**config.mk**
```make
export PLATFORM = sky130hd
export DESIGN_NAME = mul_div_sequencer
export DESIGN_NICKNAME = d
export VERILOG_FILES = /design/src/rtl/mul_div_sequencer.sv
export SDC_FILE = /design/constraint.sdc
export NUM_CORES = 1
export LEC_CHECK = 0
export BUFFER_PORTS_ARGS = -buffer_cell sky130_fd_sc_hd__buf_4
export CAP_MARGIN = 20
export CORE_AREA = 2 2 344 346
export DETAILED_ROUTE_END_ITERATION = 10
export DIE_AREA = 0 0 346 348
export GPL_TIMING_DRIVEN = 0
export PLACE_DENSITY = 0.48
export SLEW_MARGIN = 0
export SYNTH_ARGS = -nofsm -noshare
export SYNTH_HDL_FRONTEND = slang
export SYNTH_SLANG_ARGS = --single-unit
export TNS_END_PERCENT = 50
```
**constraint.sdc**
```tcl
create_clock -name clock -period 6.8 [get_ports clock]
set_clock_uncertainty 0.05 [all_clocks]
set_input_delay 0.68 -clock clock [delete_from_list [all_inputs] [get_ports clock]]
set_output_delay 0.68 -clock clock [all_outputs]
set_load 0.005 [all_outputs]
```
**src/rtl/mul_div_sequencer.sv**
```systemverilog
// Multi-cycle signed 32x32 multiply (radix-4 Booth) / divide (non-restoring) unit.
// Optional abort input is enabled by defining MULDIV_ABORT_EN.
module mul_div_sequencer (
  input  logic        clock,
  input  logic        clear,
  input  logic        start,
  input  logic        op_mul,
  input  logic        op_div,
  input  logic [31:0] A,
  input  logic [31:0] B,
`ifdef MULDIV_ABORT_EN
  input  logic        abort,
`endif
  output logic        busy,
  output logic        done,
  output logic        div_by_zero,
  output logic [31:0] Chigh,
  output logic [31:0] Clow
);

  typedef enum logic [2:0] {IDLE, MUL, DIV, FIX, DONE} state_t;

  state_t      state_q, state_d;
  logic [4:0]  cnt_q, cnt_d;
  logic [63:0] mcand_q, mcand_d;
  logic [32:0] mpl_q, mpl_d;
  logic [63:0] acc_q, acc_d;
  logic [32:0] rem_q, rem_d;
  logic [31:0] quo_q, quo_d;
  logic [31:0] dvsr_q, dvsr_d;
  logic        qsign_q, qsign_d;
  logic        rsign_q, rsign_d;
  logic [31:0] chigh_q, chigh_d;
  logic [31:0] clow_q, clow_d;
  logic        dbz_q, dbz_d;

  logic [63:0] pp;
  logic [63:0] acc_sum;
  logic [32:0] rem_sh;
  logic [32:0] rem_step;
  logic [32:0] rem_fix;
  logic        abort_w;

`ifdef MULDIV_ABORT_EN
  assign abort_w = abort;
`else
  assign abort_w = 1'b0;
`endif

  assign busy        = (state_q == MUL) || (state_q == DIV) || (state_q == FIX);
  assign done        = (state_q == DONE);
  assign div_by_zero = dbz_q;
  assign Chigh       = chigh_q;
  assign Clow        = clow_q;

  always_comb begin
    state_d = state_q;
    cnt_d   = cnt_q;
    mcand_d = mcand_q;
    mpl_d   = mpl_q;
    acc_d   = acc_q;
    rem_d   = rem_q;
    quo_d   = quo_q;
    dvsr_d  = dvsr_q;
    qsign_d = qsign_q;
    rsign_d = rsign_q;
    chigh_d = chigh_q;
    clow_d  = clow_q;
    dbz_d   = dbz_q;

    // mcand_q is pre-shifted by 2 bits per digit, so pp already carries weight 4^i
    case (mpl_q[2:0])
      3'b001, 3'b010: pp = mcand_q;
      3'b011:         pp = mcand_q << 1;
      3'b100:         pp = -(mcand_q << 1);
      3'b101, 3'b110: pp = -mcand_q;
      default:        pp = '0;
    endcase
    acc_sum = acc_q + pp;

    rem_sh   = {rem_q[31:0], quo_q[31]};
    rem_step = rem_q[32] ? (rem_sh + {1'b0, dvsr_q}) : (rem_sh - {1'b0, dvsr_q});
    rem_fix  = rem_q[32] ? (rem_q + {1'b0, dvsr_q}) : rem_q;

    if (busy && abort_w) begin
      state_d = IDLE;
    end else begin
      case (state_q)
        IDLE: begin
          if (start && (op_mul ^ op_div)) begin
            mcand_d = {{32{A[31]}}, A};
            mpl_d   = {B, 1'b0};
            acc_d   = '0;
            cnt_d   = '0;
            rem_d   = '0;
            quo_d   = A[31] ? -A : A;
            dvsr_d  = B[31] ? -B : B;
            qsign_d = A[31] ^ B[31];
            rsign_d = A[31];
            state_d = op_mul ? MUL : DIV;
          end
        end
        MUL: begin
          acc_d   = acc_sum;
          mcand_d = mcand_q << 2;
          mpl_d   = {2'b00, mpl_q[32:2]};
          cnt_d   = cnt_q + 5'd1;
          if (cnt_q == 5'd15) begin
            chigh_d = acc_sum[63:32];
            clow_d  = acc_sum[31:0];
            dbz_d   = 1'b0;
            state_d = DONE;
          end
        end
        DIV: begin
          // |B|==0 only when B==0; mcand_q[31:0] still holds the raw dividend
          if (dvsr_q == '0) begin
            chigh_d = mcand_q[31:0];
            clow_d  = '1;
            dbz_d   = 1'b1;
            state_d = DONE;
          end else begin
            rem_d = rem_step;
            quo_d = {quo_q[30:0], ~rem_step[32]};
            cnt_d = cnt_q + 5'd1;
            if (cnt_q == 5'd31) begin
              state_d = FIX;
            end
          end
        end
        FIX: begin
          rem_d   = rem_fix;
          chigh_d = rsign_q ? -rem_fix[31:0] : rem_fix[31:0];
          clow_d  = qsign_q ? -quo_q : quo_q;
          dbz_d   = 1'b0;
          state_d = DONE;
        end
        DONE: begin
          state_d = IDLE;
        end
        default: begin
          state_d = IDLE;
        end
      endcase
    end
  end

  always_ff @(posedge clock or negedge clear) begin
    if (!clear) begin
      state_q <= IDLE;
      cnt_q   <= '0;
      mcand_q <= '0;
      mpl_q   <= '0;
      acc_q   <= '0;
      rem_q   <= '0;
      quo_q   <= '0;
      dvsr_q  <= '0;
      qsign_q <= 1'b0;
      rsign_q <= 1'b0;
      chigh_q <= '0;
      clow_q  <= '0;
      dbz_q   <= 1'b0;
    end else begin
      state_q <= state_d;
      cnt_q   <= cnt_d;
      mcand_q <= mcand_d;
      mpl_q   <= mpl_d;
      acc_q   <= acc_d;
      rem_q   <= rem_d;
      quo_q   <= quo_d;
      dvsr_q  <= dvsr_d;
      qsign_q <= qsign_d;
      rsign_q <= rsign_d;
      chigh_q <= chigh_d;
      clow_q  <= clow_d;
      dbz_q   <= dbz_d;
    end
  end

endmodule

```
==> results of run 1 <==
==> sequential cells by signal (all words and copies together) (netlist names), 32 cells and up <==
signal and cells:
Clow 32, mpl_q 33, quo_q 32, acc_q 64, rem_q 33, Chigh 32, mcand_q 64, dvsr_q 32
==> final cells by class <==
class / count / area (um2) / share of cell area (%)
inverter: 72 / 270 / 0.795
antenna: 2 / 5.00 / 0.0147
multi-input combinational: 3098 / 19600 / 57.6
buffer: 266 / 1030 / 3.04
tap: 1536 / 1920 / 5.65
clock buffer: 57 / 1200 / 3.52
sequential: 333 / 8340 / 24.5
timing repair buffer: 171 / 1380 / 4.05
clock inverter: 20 / 287 / 0.842
==> cell families (layout without fill, tap and decap cells) <==
kind of cell | count (synthesis) | after routing | share of synthesized area [%]
xor+xnor | 330 | 330 | 9.99
other cells | 0 | 2 | 0
simple gates | 1351 | 1351 | 21.3
buf+inv | 359 | 586 | 4.70
fa+ha+maj | 141 | 141 | 6.16
mux | 62 | 62 | 2.17
flops | 333 | 333 | 28.8
compound gates | 1214 | 1214 | 26.8
==> placed cells by master, fill, tap and decap left out, types with 131 or more instances in the layout <==
master and count:
buf_4 159, clkbuf_1 241, nand2_1 550, ha_1 131, xnor2_1 140, o21ai_0 322, xor2_1 187, nor2_1 326
dfrtp_1 328, a21oi_1 287
==> worst max-delay path, stage by stage, from the launching register on <==
cell and delay (ps):
dfrtp_1 370, buf_6 160, or4_4 560, or4_4 600
nand2b_4 180, or4_4 510, nor2_2 150, nand2_1 100
xor2_1 180, a21boi_1 110, o221ai_2 330, ha_1 290
clkbuf_1 180, a21o_1 220, o21bai_1 210, a221oi_2 300
nor2_1 100, a211oi_2 220, o21ai_4 140, a221oi_4 370
o31ai_4 150, buf_4 160, xnor2_1 340, o221ai_1 330
o21a_1 220
==> layer usage <==
| metal | vias up | global-route usage, % |
|---|---|---|
| met5 | - | 0 |
| met4 | 2 | 9.46 |
| met3 | 251 | 3.34 |
| met2 | 1397 | 32.8 |
| met1 | 15100 | 32.4 |
| li1 | 14100 | - |
==> worst max path at each step <==
stage	start	endpoint	slack (ps)	depth (start not counted)
CTS	mcand_q[13]	Chigh[31]	-90	27
global route	mcand_q[27]	Chigh[25]	-70	21
floorplan	mcand_q[2]	Chigh[31]	60	27
detailed placement	mcand_q[2]	Chigh[31]	-2080	27
global placement	mcand_q[2]	Chigh[31]	-2110	27
finish	mcand_q[15]	Chigh[15]	90	24
==> repair_timing <==
item                                    CTS  global route
cloned                                    0             0
endpoints found under the setup margin   73            45
setup buffers                            10            14
hold endpoints to repair                 45             0
pin swaps                                 6            19
hold buffers                              1             0
resized for setup                        41            52
==> stage by stage <==
| stage | std cells | TNS (ps) | hold WS, ps | cell area, um2 |
|---|---|---|---|---|
| 2_1_floorplan | 3790 | 0 | 334 | 28900 |
| 3_5_place_dp | 5472 | -42210 | 425 | 32100 |
| 5_1_grt | 5553 | -254 | 299 | 34000 |
| 6_report | 5555 | 0 | 295 | 34000 |
| 3_3_place_gp | 5461 | -52990 | 412 | 31900 |
| 4_1_cts | 5550 | -137 | 267 | 33800 |
==> flow_summary_export.csv, run 1 <==
group,metric,value,unit
detailed_routing,wl_met3,11.6,mm
synth,ys_types,87,
clock_tree,clockBufferDepth,3,
detailed_routing,wl_met1,63.8,mm
synth,synthFlopType,"dfrtp_1",
worst_hold_path,whs_path_depth,3,
detailed_routing,initialDrtViolationCount,3659,
die,ios,136,
synth,yosysTopAreaCell,"dfrtp_1",
timing,fmax,0.149,GHz
place,io_buffers,135,
detailed_routing,routed_wl,140,mm
synth,synth.area.top_cells,"dfrtp_1 (29%), nand2_1 (7.1%), ha_1 (5.9%)",
place,gp_congestion,0.968,
setup_path,critPathKind,"reg -> reg",
grt,grt.total_usage,22.4,%
setup_path,start_kind,"flop",
clock_tree,ctsRootBufferMaster,"clkbuf_16",
setup_path,crit-reg2reg-launch,"mcand_q[15]",
detailed_routing,wire_per_inst,25.2,um
detailed_routing,drt-vias-per-instance,5.55,
synth,yosysSeqAreaShare,28.8,%
synth,synthesis.nets,3998,
detailed_routing,top_layer,"met5",
worst_hold_path,min_from,"B[30]",
timing,finalHoldViolCount,0,
die,chipHeight,348,um
clock_tree,numCtsBuffers,43,
timing,finalCriticalPeriod,6710,ps
die,initial_core_util,24.7,%
synth,ys_ff_latch,333,
timing,fin_ws,93.2,ps
die,dieArea,120000,um2
clock_tree,h-tree-depth,2,
grt,grt_antenna_before_repair,4,
final_layout,fillCellCount,12800,
clock_tree,clock_latency,630,ps
clock_tree,cts_tree,"yes",
grt,grt-ovfl-total,0,
die,placement_rows,126,
setup_path,r2r_cells,24,
worst_hold_path,hold_path_class,"in -> reg",
setup_path,r2r_end,"Chigh[15]",
die,coreArea,117000,um2
timing,worst_slew_pin_slew,1190,ps
timing,slew_headroom,20.4,%
flow_run,maxCapViolCount,0,
place,post-place-ws,-2080,ps
synth,synth_common_cells,"nand2_1 (551), dfrtp_1 (333), nor2_1 (330)",
synth,synthesis.area,28900,um2
final_layout,finalCoreUtilization,29.1,%
setup_path,worstPathMaxFanout,8,
synth,synth_top_area_share,28.8,%
synth,syn_avg_cell_area,7.64,um2
final_layout,drive_above_1_share,8.79,%
timing,setup_viol,0,
setup_path,r2r_slack,90,ps
place,hpwl,109,mm
detailed_routing,vias,30800,
final_layout,fin_nets,4193,
clock_tree,clock-sinks,333,
clock_tree,clkSlewWorstSetupHoldPaths,60,ps
setup_path,worstPathRequired,7250,ps
grt,grt_pass1_wl,201,mm
synth,synth_warnings,0,
final_layout,area_growth,17.5,%
timing,finalMaxSlewViolations,0,
grt,grt_pass1_vias,29000,
setup_path,end_kind,"flop",
grt,grt_max_degree,103,
detailed_routing,wl_met2,58.2,mm
setup_path,cp.arrival,7150,ps
detailed_routing,ant_nets,0,
timing,timing.final.crit_share,98.6,%
synth,async_reset_ff_share,100,%
synth,synth_edf_count,0,
synth,synth.most_common_cell,"nand2_1",
synth,syn_inst,3790,
detailed_routing,drc_errors,0,
die,fp.dieW,346,um
timing,rsz0062_at_grt,"yes",
worst_hold_path,whs_endpoint,"mpl_q[31]",
status,status,"finished, final reports clean",
detailed_routing,first_pass_iters,8,
Power of run 1 is left out: the tool's default activity adds up to more than one toggle a clock period on the data nets, which glitch-free logic cannot reach.
==> run 2, diff against run 1 <==
--- a/config.mk
+++ b/config.mk
@@ -7,11 +7,12 @@
 export LEC_CHECK = 0
 export BUFFER_PORTS_ARGS = -buffer_cell sky130_fd_sc_hd__buf_4
 export CAP_MARGIN = 20
-export CORE_AREA = 2 2 344 346
+export CORE_AREA = 2 2 308 386
 export DETAILED_ROUTE_END_ITERATION = 10
-export DIE_AREA = 0 0 346 348
+export DIE_AREA = 0 0 310 388
+export GPL_ROUTABILITY_DRIVEN = 0
 export GPL_TIMING_DRIVEN = 0
-export PLACE_DENSITY = 0.48
+export PLACE_DENSITY = 0.47
 export SLEW_MARGIN = 0
 export SYNTH_ARGS = -nofsm -noshare
 export SYNTH_HDL_FRONTEND = slang
==> constraint.sdc (replaced) <==
create_clock -name clock -period 8.35 [get_ports clock]
set_clock_uncertainty 0.05 [all_clocks]
set_input_delay 0.835 -clock clock [delete_from_list [all_inputs] [get_ports clock]]
set_output_delay 0.835 -clock clock [all_outputs]
set_load 0.005 [all_outputs]
==> flow_summary_export.csv, run 2 (same netlist as run 1, synthesis figures left out) <==
group,metric,value,unit
grt,grt.total_usage,22.5,%
grt,grt-ovfl-total,0,
setup_path,worstPathRequired,8740,ps
clock_tree,clkSlewWorstSetupHoldPaths,70,ps
clock_tree,ctsRootBufferMaster,"clkbuf_16",
final_layout,final_cell_mix,"nand2_1 (551), dfrtp_1 (333), nor2_1 (330)",
die,ios,136,
setup_path,path_cells,"clkbuf_1 -> or4_1 -> or4_4 -> or4_1 -> clkbuf_1 -> nor2b_1 -> nand2_1 -> o21ai_0 -> xnor2_1 -> a221oi_1 -> a21oi_1 -> ha_1 -> nand2_1 -> nor2_1 -> o2111ai_1 -> a21oi_1 -> nor2_1 -> o31ai_1 -> a31oi_1 -> xnor2_1 -> o21ai_0 -> o21ai_0",
worst_hold_path,hold_path_class,"in -> async",
timing,worst_slew_pin_slew,1200,ps
final_layout,area_growth,16.2,%
timing,finalHoldViolCount,0,
final_layout,top_regs,"acc_q (64), mcand_q (64)",
detailed_routing,vias,30600,
die,placement_rows,140,
die,chipHeight,388,um
setup_path,critPathKind,"reg -> reg",
detailed_routing,first_pass_iters,6,
die,dieArea,120000,um2
timing,finalCriticalPeriod,7890,ps
grt,grt_max_degree,106,
grt,grt_pass1_vias,29600,
detailed_routing,initialDrtViolationCount,2816,
clock_tree,cts_tree,"yes",
clock_tree,hold_buffers,0,
setup_path,end_kind,"flop",
timing,finalMaxSlewViolations,0,
setup_path,r2r_slack,460,ps
die,fp.dieW,310,um
setup_path,slowest_stage,"o31ai_1",
clock_tree,h-tree-depth,2,
die,coreArea,116000,um2
setup_path,max_stage_delay,600,ps
timing,timing.final.crit_share,94.5,%
die,initial_core_util,24.9,%
flow_run,maxCapViolCount,0,
detailed_routing,routed_wl,139,mm
detailed_routing,drc_errors,0,
setup_path,cp.arrival,8280,ps
final_layout,fillCellCount,12800,
final_layout,final_common_cell,"nand2_1",
final_layout,drive_above_1_share,6.78,%
timing,slew_headroom,20.2,%
clock_tree,clock-sinks,333,
timing,rsz0062_at_grt,"no",
place,io_buffers,135,
grt,grt_antenna_before_repair,6,
final_layout,fin_nets,4189,
detailed_routing,ant_nets,0,
timing,fin_tns_setup,0,ps
detailed_routing,drt-vias-per-instance,5.49,
setup_path,start_kind,"flop",
setup_path,worstPathMaxFanout,10,
clock_tree,clock_latency,620,ps
clock_tree,numCtsBuffers,41,
grt,grt_pass1_wl,202,mm
setup_path,crit_top_cell,"o21ai_0",
status,status,"finished, final reports clean",
place,hpwl,109,mm
timing,setup_viol,0,
timing,fmax,0.127,GHz
clock_tree,clockBufferDepth,3,
detailed_routing,wire_per_inst,24.9,um
-- run 2: changes by cell type in the layout (fill, tap and decap cells not counted), sizes merged --
cell,change
clkbuf,+14
clkdlybuf4s15,-1
clkinv,-1
dlygate4sd3,-1
bufinv,+1
buf,-17
inv,+1
diode,+1
-- run 2: area by class of cell --
type / instances / area (um2) / share of cell area (%)
clock buffer: 54 / 1130 / 3.37
antenna: 3 / 7.51 / 0.0223
inverter: 72 / 270 / 0.804
timing repair buffer: 149 / 1250 / 3.73
multi-input combinational: 3098 / 19300 / 57.3
sequential: 333 / 8330 / 24.8
tap: 1562 / 1950 / 5.81
buffer: 286 / 1090 / 3.24
clock inverter: 21 / 303 / 0.900
-- run 2: what timing repair did --
action                     4_1_cts  5_1_grt
setup endpoints to repair       10       15
setup buffers                    0        2
pin swaps                        0        2
gates resized for setup          3       10
-- run 2: layer usage --
metal	routed length (um)	GRT usage, %	vias to the layer above
met4	9420	13.6	10
li1	-	-	14100
met2	62200	35.5	1303
met3	10100	4.38	356
met5	177	0	-
met1	56900	28.2	14900
-- run 2: per-stage QoR --
step / hold slack [ps] / worst slack, ps / cell area [um2] / utilization, % / std cells
2_1_floorplan: 419 / 1480 / 28900 / - / 3790
3_5_place_dp: 424 / -710 / 32100 / 27.6 / 5496
4_1_cts: 119 / -60.3 / 33600 / 28.8 / 5571
5_1_grt: 159 / 49.8 / 33600 / 28.9 / 5575
6_report: 123 / 458 / 33600 / 28.9 / 5578
3_3_place_gp: 422 / -620 / 31900 / 27.4 / 5487
-- run 2: critical path, delay by kind of cell, from the launching register on --
family                   cells  cell delay, ps
buffers and inverters        2             550
adder cells (fa/ha/maj)      1             460
AND/OR/NAND/NOR              8            3180
AO/OA/AOI/OAI                9            2800
XOR/XNOR                     2             310
flip-flops                   1             360
-- run 2: worst paths after layout --
kind / from / endpoint / cells after the start
setup / recovery: mcand_q[12] / Chigh[25] / 22
hold / removal: clear / Clow[29] / 1
setup reg to reg: mcand_q[12] / Chigh[25] / 22
hold reg to reg: Chigh[11] / Chigh[11] / 2
max in group asynchronous: clear / rem_q[27] / 3
min in group clock: Chigh[11] / Chigh[11] / 2
Power of run 2 is left out for the same reason.
